## src/rtl/assoc_branch_predictor_if.sv

```systemverilog
// Branch predictor lookup/update bus.
//   master : fetch/resolve side -- drives lookup_pc and the upd_* group,
//            receives the pred_* group.
//   slave  : predictor side -- receives lookup_pc and upd_*, drives pred_*.
interface assoc_branch_predictor_if #(
    parameter int DATA_WIDTH = 32
);
    logic [DATA_WIDTH-1:0] lookup_pc;
    logic                  pred_hit;
    logic                  pred_taken;
    logic [DATA_WIDTH-1:0] pred_target;
    logic                  upd_valid;
    logic [DATA_WIDTH-1:0] upd_pc;
    logic                  upd_taken;
    logic [DATA_WIDTH-1:0] upd_target;

    modport master (
        output lookup_pc, upd_valid, upd_pc, upd_taken, upd_target,
        input  pred_hit, pred_taken, pred_target
    );

    modport slave (
        input  lookup_pc, upd_valid, upd_pc, upd_taken, upd_target,
        output pred_hit, pred_taken, pred_target
    );
endinterface

```

## src/rtl/assoc_branch_predictor.sv

```systemverilog
// Fully associative branch target predictor with 2-bit saturating counters
// and true-LRU replacement.
// Ports:
//   clk   : clock, all state changes on the rising edge
//   rst   : synchronous active-high reset
//   en    : update enable (does not gate rst or flush)
//   flush : invalidate every entry in one cycle
//   bp    : slave side of the lookup/update bus
//           lookup_pc -> pred_hit/pred_taken/pred_target (combinational)
//           upd_valid/upd_pc/upd_taken/upd_target (resolved branch)
module assoc_branch_predictor #(
    parameter int DATA_WIDTH = 32,
    parameter int LINE_NUM   = 8,
    parameter int TAG_WIDTH  = 10
) (
    input  logic                      clk,
    input  logic                      rst,
    input  logic                      en,
    input  logic                      flush,
    assoc_branch_predictor_if.slave   bp
);
    localparam int IDX_W = $clog2(LINE_NUM);

    logic [LINE_NUM-1:0]   valid_q, valid_d;
    logic [TAG_WIDTH-1:0]  tag_q    [LINE_NUM];
    logic [TAG_WIDTH-1:0]  tag_d    [LINE_NUM];
    logic [DATA_WIDTH-1:0] target_q [LINE_NUM];
    logic [DATA_WIDTH-1:0] target_d [LINE_NUM];
    logic [1:0]            ctr_q    [LINE_NUM];
    logic [1:0]            ctr_d    [LINE_NUM];
    logic [IDX_W-1:0]      age_q    [LINE_NUM];
    logic [IDX_W-1:0]      age_d    [LINE_NUM];

    logic [TAG_WIDTH-1:0] look_tag, upd_tag;
    logic                 look_hit, upd_hit, found_inv, touch;
    logic [IDX_W-1:0]     look_idx, upd_idx, victim_idx, touch_idx, touch_age;
    logic                 unused_upd_pc;

    assign look_tag      = bp.lookup_pc[TAG_WIDTH+1:2];
    assign upd_tag       = bp.upd_pc[TAG_WIDTH+1:2];
    assign unused_upd_pc = ^bp.upd_pc;

    // Tags are unique across valid entries, so at most one index matches.
    always_comb begin
        look_hit = 1'b0;
        look_idx = '0;
        upd_hit  = 1'b0;
        upd_idx  = '0;
        for (int unsigned i = 0; i < LINE_NUM; i++) begin
            if (valid_q[i] && tag_q[i] == look_tag) begin
                look_hit = 1'b1;
                look_idx = IDX_W'(i);
            end
            if (valid_q[i] && tag_q[i] == upd_tag) begin
                upd_hit = 1'b1;
                upd_idx = IDX_W'(i);
            end
        end
    end

    assign bp.pred_hit    = look_hit;
    assign bp.pred_taken  = look_hit & ctr_q[look_idx][1];
    assign bp.pred_target = (look_hit && ctr_q[look_idx][1]) ? target_q[look_idx]
                                                             : bp.lookup_pc + DATA_WIDTH'(4);

    // Victim: lowest-index invalid entry, otherwise the oldest (age LINE_NUM-1).
    always_comb begin
        found_inv  = 1'b0;
        victim_idx = '0;
        for (int unsigned i = 0; i < LINE_NUM; i++) begin
            if (!found_inv && !valid_q[i]) begin
                found_inv  = 1'b1;
                victim_idx = IDX_W'(i);
            end
        end
        if (!found_inv) begin
            for (int unsigned i = 0; i < LINE_NUM; i++) begin
                if (age_q[i] == IDX_W'(LINE_NUM - 1)) begin
                    victim_idx = IDX_W'(i);
                end
            end
        end
    end

    always_comb begin
        valid_d   = valid_q;
        tag_d     = tag_q;
        target_d  = target_q;
        ctr_d     = ctr_q;
        age_d     = age_q;
        touch     = 1'b0;
        touch_idx = '0;
        if (flush) begin
            valid_d = '0;
        end else if (bp.upd_valid && en) begin
            if (upd_hit) begin
                touch     = 1'b1;
                touch_idx = upd_idx;
                if (bp.upd_taken) begin
                    target_d[upd_idx] = bp.upd_target;
                    if (ctr_q[upd_idx] != 2'b11) ctr_d[upd_idx] = ctr_q[upd_idx] + 2'b01;
                end else begin
                    if (ctr_q[upd_idx] != 2'b00) ctr_d[upd_idx] = ctr_q[upd_idx] - 2'b01;
                end
            end else if (bp.upd_taken) begin
                touch                = 1'b1;
                touch_idx            = victim_idx;
                valid_d[victim_idx]  = 1'b1;
                tag_d[victim_idx]    = upd_tag;
                target_d[victim_idx] = bp.upd_target;
                ctr_d[victim_idx]    = 2'b10;
            end
        end
        touch_age = age_q[touch_idx];
        // Younger-than-touched entries age by one; ages stay a permutation.
        if (touch) begin
            for (int unsigned i = 0; i < LINE_NUM; i++) begin
                if (IDX_W'(i) == touch_idx) begin
                    age_d[i] = '0;
                end else if (age_q[i] < touch_age) begin
                    age_d[i] = age_q[i] + IDX_W'(1);
                end
            end
        end
    end

    always_ff @(posedge clk) begin
        if (rst) begin
            valid_q <= '0;
            for (int unsigned i = 0; i < LINE_NUM; i++) begin
                tag_q[i]    <= '0;
                target_q[i] <= '0;
                ctr_q[i]    <= 2'b10;
                age_q[i]    <= IDX_W'(i);
            end
        end else begin
            valid_q  <= valid_d;
            tag_q    <= tag_d;
            target_q <= target_d;
            ctr_q    <= ctr_d;
            age_q    <= age_d;
        end
    end
endmodule

```

## src/flat_wrapper.sv

```systemverilog
// flat-port wrapper written by rule: the top's interface ports become plain ports
module assoc_branch_predictor_flat 
#(
    parameter int DATA_WIDTH = 32,
    parameter int LINE_NUM   = 8,
    parameter int TAG_WIDTH  = 10
)
  (clk, rst, en, flush, bp_lookup_pc, bp_upd_valid, bp_upd_pc, bp_upd_taken, bp_upd_target, bp_pred_hit, bp_pred_taken, bp_pred_target);
  assoc_branch_predictor_if #(.DATA_WIDTH(DATA_WIDTH)) bp_i ();
  input  logic clk;
  input  logic rst;
  input  logic en;
  input  logic flush;
  input wire logic [$bits(bp_i.lookup_pc)-1:0] bp_lookup_pc;
  input wire logic [$bits(bp_i.upd_valid)-1:0] bp_upd_valid;
  input wire logic [$bits(bp_i.upd_pc)-1:0] bp_upd_pc;
  input wire logic [$bits(bp_i.upd_taken)-1:0] bp_upd_taken;
  input wire logic [$bits(bp_i.upd_target)-1:0] bp_upd_target;
  output wire logic [$bits(bp_i.pred_hit)-1:0] bp_pred_hit;
  output wire logic [$bits(bp_i.pred_taken)-1:0] bp_pred_taken;
  output wire logic [$bits(bp_i.pred_target)-1:0] bp_pred_target;
  assign bp_i.lookup_pc = bp_lookup_pc;
  assign bp_i.upd_valid = bp_upd_valid;
  assign bp_i.upd_pc = bp_upd_pc;
  assign bp_i.upd_taken = bp_upd_taken;
  assign bp_i.upd_target = bp_upd_target;
  assign bp_pred_hit = bp_i.pred_hit;
  assign bp_pred_taken = bp_i.pred_taken;
  assign bp_pred_target = bp_i.pred_target;
  assoc_branch_predictor #(.DATA_WIDTH(DATA_WIDTH), .LINE_NUM(LINE_NUM), .TAG_WIDTH(TAG_WIDTH)) u_core (.clk(clk), .rst(rst), .en(en), .flush(flush), .bp(bp_i));
endmodule
```

## config.mk

```make
export PLATFORM = sky130hd
export DESIGN_NAME = assoc_branch_predictor_flat
export DESIGN_NICKNAME = d
export VERILOG_FILES = /design/src/rtl/assoc_branch_predictor_if.sv /design/src/rtl/assoc_branch_predictor.sv /design/src/flat_wrapper.sv
export SDC_FILE = /design/constraint.sdc
export NUM_CORES = 1
export LEC_CHECK = 0
export BUFFER_PORTS_ARGS = -buffer_cell sky130_fd_sc_hd__buf_2
export CORE_MARGIN = 10
export CORE_UTILIZATION = 50
export CTS_BUF_LIST = sky130_fd_sc_hd__clkbuf_8
export DETAILED_ROUTE_END_ITERATION = 10
export PLACE_DENSITY = 0.74
export SLEW_MARGIN = 20
export SYNTH_ARGS = -nofsm -noshare
export SYNTH_HDL_FRONTEND = slang
export SYNTH_SLANG_ARGS = --single-unit
```

## constraint.sdc

```tcl
create_clock -name clk -period 5.9 [get_ports clk]
set_input_delay 1.475 -clock clk [delete_from_list [all_inputs] [get_ports clk]]
set_output_delay 1.475 -clock clk [all_outputs]
set_load 0.03 [all_outputs]
```

## Word level (Yosys, flattened, before mapping)

Cells that the tools add are included.

- Add/subtract/negate cells: 11
- Order comparisons: 16
- Equality and inequality tests: 33
- Multiplexer cells: 116
- Bitwise logic cells: 11
- Reduce and logical (&&, ||, !) cells: 66

Operators by type and width:

| cell | count |
|---|---|
| 256-bit two-way mux | 3 |
| 256-bit bitwise mux | 2 |
| 32-bit demux with 3-bit select | 2 |
| 10-bit == test | 16 |
| 32-bit two-way mux | 5 |
| 3-bit two-way mux | 43 |
| 32-bit binary-select mux with 3-bit select | 1 |
| 80-bit bitwise mux | 1 |
| 16-bit two-way mux | 5 |
| 32-bit by 3-bit adder with 32-bit output (second input constant) | 1 |
| 16-bit bitwise mux | 2 |
| 1-bit two-way mux | 32 |
| 10-bit demux with 3-bit select | 1 |
| 1-bit logical AND | 28 |
| 3-bit by 1-bit adder with 3-bit output (second input constant) | 8 |
| 3-bit == test (second input constant) | 8 |
| 3-bit < comparator | 8 |
| 2-bit two-way mux | 12 |
| 2-bit nonzero test | 11 |
| 4-bit greater-or-equal comparator (second input constant) | 4 |
| 3-bit NOT with 4-bit output | 4 |
| 8-bit bitwise OR | 2 |
| 2-bit AND reduction | 8 |
| 1-bit logical NOT | 13 |
| other kinds (24) | 33 |

- Flip-flop bits (word level): 384
- Input bits: 102
- Output and inout port bits: 34
- Logic and storage cells: 286

## Longest topological paths before layout

Gate-level depths: netlist of the first run.

- Word-level depth: 41
- Mapped depth: 21
- Mapped depth without buffers: 20

## Worst setup path before layout of the first run

No wires, ideal clock.

- Path type: input to output
- Start point: input bp_lookup_pc[2]
- End point: output bp_pred_target[2]
- Arrival: 4760 ps
- Data required time: 4425 ps
- Slack: -335 ps
- Stages: 14
- Path buffers: 4
- Cells stage by stage: clkbuf_1 -> xnor2_1 -> nand4_1 -> or3_1 -> o21ai_0 -> nand2_1 -> nand2_1 -> buf_1 -> clkbuf_1 -> clkbuf_1 -> a211oi_1 -> a211oi_1 -> a21oi_1 -> mux2i_1

- Cells in the longest elaborated chain, start to end: 15
- Elaborated cells between the ends (all ways): 41
- Those cells by class: add/sub: 1; eq/ne: 8; mux: 22; bitwise: 1; reduce/logical: 9

Ends and longest elaborated chain:

| item | line | source |
|---|---|---|
| from (decl) | flat_wrapper.sv:14 | `input wire logic [$bits(bp_i.lookup_pc)-1:0] bp_lookup_pc;` |
| 10-bit == test | assoc_branch_predictor.sv:50 | `if (valid_q[i] && tag_q[i] == look_tag) begin` |
| 1-bit logical AND | assoc_branch_predictor.sv:50 |  |
| 1-bit two-way mux | assoc_branch_predictor.sv:50 |  |
| 2-bit two-way mux (2 in series) | assoc_branch_predictor.sv:50 |  |
| 3-bit two-way mux (4 in series) | assoc_branch_predictor.sv:50 |  |
| 3-bit NOT with 4-bit output (implied by the code) | assoc_branch_predictor.sv:63 | `assign bp.pred_target = (look_hit && ctr_q[look_idx][1]) ? target_q[look_idx]` |
| 2-bit binary-select mux with 3-bit select | assoc_branch_predictor.sv:63 |  |
| 2-bit two-way mux (implied by the code) (2 in series) | assoc_branch_predictor.sv:63 |  |
| 1-bit logical AND | assoc_branch_predictor.sv:63 |  |
| 32-bit two-way mux * | assoc_branch_predictor.sv:63 |  |
| to (decl) | flat_wrapper.sv:21 | `output wire logic [$bits(bp_i.pred_target)-1:0] bp_pred_target;` |

Every way passes the cells marked *; elsewhere a longest branch is shown, timed or not. The select of a mux whose other input is x is not followed.

## Final worst setup path of the first run

- Start point: input bp_lookup_pc[3]
- End point: output bp_pred_target[31]

The elaborated chain is that of the path after synthesis.

==> impl_metrics.tcl, run 1 <==
set metrics [dict create \
    r2r-end "u_core.age_q[17]$_SDFFE_PP0P_" \
    dieArea_mm2 0.0499 \
    antenna_left 0 \
    hold-path-endpoint "u_core.target_q[50]$_SDFFE_PP0P_" \
    start_kind "input pin" \
    status "finished clean" \
    critPathBufInv 7 \
    wl_um 65200 \
    ys_warn_count 0 \
    viasPerCell 5.83 \
    drt-initial-drc-count 1798 \
    synth_top_cell_by_area "dfxtp_1" \
    htree_levels 3 \
    path_max_fanout 13 \
    cp.required_ns 4.43 \
    period_minus_slack_ns 5.88 \
    r2r-start "u_core.age_q[13]$_SDFFE_PP1P_" \
    port_buffers 113 \
    clkLatencyLatePin_ns 0.63 \
    critPathArrivalTime_ns 4.40 \
    multi_input_area_mm2 0.0124 \
    row_count 74 \
    max_freq_mhz 170 \
    grt_pass1_wl_um 102000 \
    rsz0062_at_grt "yes" \
    synth.most_common_cell "nand2_1" \
    ys_async_sr_fraction_pct 0 \
    synthFlopType "dfxtp_1" \
    drv_slew 0 \
    path_depth 17 \
    start_util_pct 50.6 \
    criticalPathCategory "input pin to output pin" \
    worst_slew_pin_slew_ns 0.971 \
    dp.cells 3264 \
    cpLargestDelayFamily "buffers and inverters" \
    track_usage_pct 24.8 \
    worstPathCellList "buf_2, buf_12, xnor2_1, nand4_1, or3_1, o31ai_1, buf_4, a21oi_4, buf_12, buf_4, mux2i_1, a21oi_2, a22o_4, buf_12, nor2_1, a21oi_2, buf_2" \
    p_leak_nw 8.83 \
    die_y_um 223 \
    dp_slack_ns -0.0329 \
    netlist_instances 2683 \
    nNetsFinal 2936 \
    coreArea_mm2 0.0409 \
    cp-end-kind "output pin" \
    slowest_delay_ns 0.36 \
    clk_pin_slew_ns 0.06 \
    boundaryPins 136 \
    setup_viol 0 \
    area_growth_pct 17.0 \
    die_width_um 223 \
    routabilityCongestion 0.910 \
    power_density_mw_per_mm2 220 \
    cts_max_path_buffers 3 \
    min_path_type "flop to flop" \
    nFillCells 3689 \
    min-delay-start "u_core.target_q[50]$_SDFFE_PP0P_" \
    grt_max_degree 150 \
    synth_area_leaders "dfxtp_1 37%, nand2_1 10%, a21oi_1 9.4%" \
    hold_viol 0 \
    crit_top_cell "buf_12" \
    synth_fp_nets 2812 \
    stdcell_count 3386 \
    synth_cell_types 74 \
    slowest_stage "or3_1" \
    drcViolationCount 0 \
    drive_above_1_share_pct 16.8 \
    netlist_area_mm2 0.0207 \
    grt_pass1_vias 19100 \
    cts.sinks 384 \
    holdPathStages 2 \
    cap_violations 0 \
    finClkSkew_ns 0.0216 \
    vdd_drop_max_uv 169 \
    antenna_found_initial 6 \
    dp_hpwl_um 42600 \
    synth_commonest_cells "576 x nand2_1, 388 x a21oi_1, 384 x dfxtp_1" \
    seq_area_mm2 0.00769 \
    cts_buffers 66 \
    syn_area_per_cell_um2 7.71 \
    synth_seq_cells 384 \
    synth_top_cell_area_share_pct 37.1 \
    wl_per_cell_um 19.2 \
    ys_seq_area_share_pct 37.1 \
    synth_edf_count 0 \
    timing.final.crit_share_pct 99.6 \
    cts_tree "done" \
    timing.final.ws_setup_ns 0.0236 \
    reg2regPathDepth 19 \
    grt_overflow 0 \
    ff2ff_setup_slack_ns 1.26 \
    first_pass_iters 5 \
    slew-limit-headroom_pct 35.3 \
    vias 19700 \
    root_buffer "clkbuf_8" \
]
[cells by family (layout without fill, tap and decap cells)]
logic type | count (synthesis) | in the layout | share of synthesized area [%]
buf+inv | 236 | 403 | 4.79
other cells | 0 | 3 | 0
xor+xnor | 192 | 192 | 8.12
fa+ha+maj | 29 | 29 | 1.73
compound gates | 580 | 580 | 16.3
mux | 188 | 188 | 9.21
simple gates | 1074 | 1075 | 22.7
flops | 384 | 384 | 37.1
[timing repair]
item | CTS | global route
buffers inserted | 1 | 4
cloned | 0 | 2
pin swaps | 1 | 6
hold buffers | 0 | 0
setup endpoints to repair | 3 | 32
resized for setup | 1 | 34
[flip-flops by register name (all words and copies together) (netlist names)]
signal and cells:
u_core.tag_q 80, u_core.valid_q 8, u_core.ctr_q 16, u_core.target_q 256, u_core.age_q 24
[stage by stage]
step / TNS (ns) / total power, mW / area, µm² / util [%] / hold WS (ns)
after floorplan: 0 / 2.91 / 20800 / - / 0.432
after global placement: -0.0107 / 3.04 / 22700 / 55.5 / 0.437
after detailed placement: -0.0329 / 3.05 / 22700 / 55.5 / 0.443
after CTS: 0 / 5.36 / 24000 / 58.6 / 0.451
after global routing: -0.118 / 5.52 / 24200 / 59.1 / 0.468
final: 0 / 5.34 / 24200 / 59.2 / 0.450
[worst register-to-register path: stages, from the launching register on]
cell and delay, ns:
dfxtp_1 0.45, ha_1 0.20, ha_1 0.21, nor2_1 0.08, o31ai_1 0.26, a32oi_1 0.22
nor4_1 0.40, o21ai_1 0.27, a21oi_1 0.28, buf_4 0.16, nor2_1 0.03, a21oi_1 0.13
o32ai_1 0.16, ha_1 0.22, a211o_1 0.24, or2_2 0.30, or2_2 0.28, o221ai_1 0.31
mux2i_1 0.24, nor2_1 0.05
[layer usage]
metal	vias up	wire length [µm]	global-route usage, %
li1	9437	-	-
met1	9456	28000	31.9
met2	727	30600	40.8
met3	122	4820	4.45
met4	6	1710	8.59
met5	-	31	0
[how the worst max path moves through the flow]
stage,start,slack [ns],end
after global placement,bp_lookup_pc[2],-0.01,bp_pred_target[5]
after detailed placement,bp_lookup_pc[2],-0.03,bp_pred_target[5]
after CTS,bp_lookup_pc[2],0.002,bp_pred_target[8]
after global routing,bp_lookup_pc[2],-0.02,bp_pred_target[9]
after floorplan,bp_lookup_pc[5],0.003,bp_pred_target[20]
final,bp_lookup_pc[3],0.02,bp_pred_target[31]
[cells in the final DEF (no fill, tap or decap), drive strengths merged, types with 8 or more instances in the layout]
master	Yosys	layout
nand3	47	47
and3	9	9
a21oi	390	390
o21ai	32	32
or3	16	16
nand4	57	57
or2	13	13
mux2	19	19
nand2	576	577
o21a	8	8
clkbuf	170	91
nor2b	55	55
a211oi	88	88
inv	17	43
nor3	48	48
nand2b	15	15
o21bai	8	8
dfxtp	384	384
nor2	207	207
xnor2	180	180
buf	49	263
ha	27	27
xor2	12	12
mux2i	169	169
[power breakdown]
group / switching [mW] / internal [mW] / leakage, nW
Sequential: 0.00626 / 2.60 / 3.09
Combinational: 0.254 / 0.145 / 5.01
Clock: 1.11 / 1.22 / 0.727
Total: 1.37 / 3.97 / 8.83
[final cells by class]
class	count	area share (%)
antenna	3	0.0310
clock buffer	80	4.55
clock inverter	32	0.610
inverter	17	0.264
multi-input combinational	2064	51.2
sequential	384	31.8
tap	532	2.75
timing repair buffer	274	8.82
No activity file was read; power rests on OpenSTA's default activity.
==> inputs of run 2 (changes only) <==
--- a/config.mk
+++ b/config.mk
@@ -6,11 +6,13 @@
 export NUM_CORES = 1
 export LEC_CHECK = 0
 export BUFFER_PORTS_ARGS = -buffer_cell sky130_fd_sc_hd__buf_2
+export CELL_PAD_IN_SITES_DETAIL_PLACEMENT = 0
+export CELL_PAD_IN_SITES_GLOBAL_PLACEMENT = 2
 export CORE_MARGIN = 10
-export CORE_UTILIZATION = 50
+export CORE_UTILIZATION = 34
 export CTS_BUF_LIST = sky130_fd_sc_hd__clkbuf_8
 export DETAILED_ROUTE_END_ITERATION = 10
-export PLACE_DENSITY = 0.74
+export PLACE_DENSITY = 0.83
 export SLEW_MARGIN = 20
 export SYNTH_ARGS = -nofsm -noshare
 export SYNTH_HDL_FRONTEND = slang
==> impl_metrics.tcl, run 2 (synthesis results as in run 1) <==
set metrics [dict create \
    status "finished clean" \
    vdd_drop_max_uv 229 \
    path_depth 15 \
    reg2regPathDepth 20 \
    regMostFlops "u_core.target_q" \
    slew-limit-headroom_pct 44.3 \
    drive_above_1_share_pct 19.2 \
    row_count 90 \
    dp_hpwl_um 46500 \
    nFillCells 6142 \
    power_density_mw_per_mm2 237 \
    min_path_type "flop to flop" \
    wl_um 71400 \
    stdcell_count 3704 \
    grt_max_degree 149 \
    path_max_fanout 12 \
    p_leak_nw 9.31 \
    coreArea_mm2 0.0604 \
    cp-end-kind "output pin" \
    holdBufCountCts 0 \
    cpLargestDelayFamily "buffers and inverters" \
    period_minus_slack_ns 5.79 \
    timing.final.ws_setup_ns 0.111 \
    final_area_mm2 0.0255 \
    slowest_delay_ns 0.43 \
    critPathBufInv 6 \
    cp.required_ns 4.43 \
    start_util_pct 34.3 \
    htree_levels 3 \
    nNetsFinal 2990 \
    boundaryPins 136 \
    first_pass_iters 5 \
    finClkSkew_ns 0.0311 \
    layout_commonest_cell "nand2_1" \
    root_buffer "clkbuf_8" \
    p_switching_mw 1.51 \
    reg.largest.list "u_core.target_q: 256 flops, u_core.tag_q: 80 flops, u_core.age_q: 24 flops" \
    holdPathStages 2 \
    p_int_mw 4.54 \
    power.share.switching_pct 25.0 \
    finalSetupTns_ns 0 \
    cap_violations 0 \
    dp_slack_ns -0.0588 \
    crit_top_cell "buf_4" \
    start_kind "input pin" \
    timing.final.crit_share_pct 98.1 \
    drcViolationCount 0 \
    timing.hold.ws_ns 0.449 \
    viasPerCell 5.27 \
    area_growth_pct 23.1 \
    grt_overflow 0 \
    dp.cells 3557 \
    total_power_mw 6.05 \
    antenna_left 0 \
    cts_max_path_buffers 3 \
    multi_input_area_mm2 0.0124 \
    die_y_um 267 \
    dieArea_mm2 0.0711 \
    grt_pass1_vias 19100 \
    final_cell_mix "573 x nand2_1, 384 x dfxtp_1, 350 x a21oi_1, 200 x nor2_1, 179 x buf_4" \
    worstPathCellList "buf_4, xnor2_1, nand4_1, or3_1, o31ai_1, buf_4, a21oi_4, buf_12, a211oi_1, a21oi_1, a22o_4, buf_4, buf_4, a21oi_2, buf_4" \
    die_width_um 267 \
    drt-initial-drc-count 1485 \
    rsz0062_at_grt "yes" \
    slowest_stage "or3_1" \
    max_freq_mhz 173 \
    dpl_cell_area_mm2 0.0235 \
    largest_register_ffs 256 \
    seq_power_share_pct 43.1 \
    p_comb_share_pct 6.9 \
    critPathArrivalTime_ns 4.31 \
    grt_pass1_wl_um 109000 \
    clk_pin_slew_ns 0.06 \
    hold_viol 0 \
    seq_area_mm2 0.00769 \
    wl_per_cell_um 19.3 \
    criticalPathCategory "input pin to output pin" \
    setup_viol 0 \
    port_buffers 113 \
    worst_slew_pin_slew_ns 0.836 \
    drv_slew 0 \
    clkPwrFrac_pct 49.9 \
    routabilityCongestion 0.905 \
    track_usage_pct 19.5 \
    final_util_pct 42.2 \
    clkLatencyLatePin_ns 0.66 \
    cts_tree "done" \
    cts_buffers 75 \
    cts.sinks 384 \
    antenna_found_initial 4 \
    vias 19500 \
]
run 2: worst register-to-register path, stage by stage (launching register included):
cell and delay, ns:
dfxtp_1 0.45, ha_1 0.21, ha_1 0.23, nor2_1 0.09, o31ai_1 0.24, a32oi_1 0.21, nor4_1 0.45, o21ai_1 0.15
buf_4 0.19, a21oi_1 0.23, buf_4 0.16, nor2_1 0.04, a21oi_1 0.13, o32ai_1 0.16, ha_1 0.22, a211o_1 0.24
or2_2 0.29, or2_2 0.27, o221ai_1 0.30, mux2i_1 0.23, nor2_1 0.05
run 2: final timing paths:
check / start / endpoint / slack [ns]
hold reg to reg: u_core.target_q[46]$_SDFFE_PP0P_ / u_core.target_q[46]$_SDFFE_PP0P_ / 0.45
setup / recovery: bp_lookup_pc[2] / bp_pred_target[6] / 0.11
hold / removal: u_core.target_q[46]$_SDFFE_PP0P_ / u_core.target_q[46]$_SDFFE_PP0P_ / 0.45
setup reg to reg: u_core.age_q[13]$_SDFFE_PP1P_ / u_core.age_q[17]$_SDFFE_PP0P_ / 1.21
run 2: per-layer routing:
metal,global-route usage [%],vias up,share of wire (%)
met4,6.54,6,2.7
li1,-,9562,-
met3,3.43,112,5.6
met2,32.0,507,47
met5,0,-,0.053
met1,25.5,9316,45
run 2: final cells by class:
cell class / count / share of cell area [%]
Sequential cell: 384 / 30.2
Tap cell: 782 / 3.84
Clock inverter: 28 / 0.933
Antenna cell: 1 / 0.00982
Multi-Input combinational cell: 2063 / 48.7
Timing Repair Buffer: 320 / 10.2
Clock buffer: 109 / 5.89
Inverter: 17 / 0.250
run 2: what timing repair did:
item                                    CTS  global route
endpoints found under the setup margin   18            31
gates cloned                              0             1
setup buffers                             0             8
pin swaps                                 1             9
resized for setup                         7            36
run 2: power by group through the flow:
stage	combinational (mW)	clock [mW]	sequential (mW)
2_1_floorplan	0.253	0	2.66
3_3_place_gp	0.407	0	2.66
3_5_place_dp	0.411	0	2.66
4_1_cts	0.414	3.09	2.61
5_1_grt	0.451	3.21	2.61
6_report	0.419	3.02	2.61
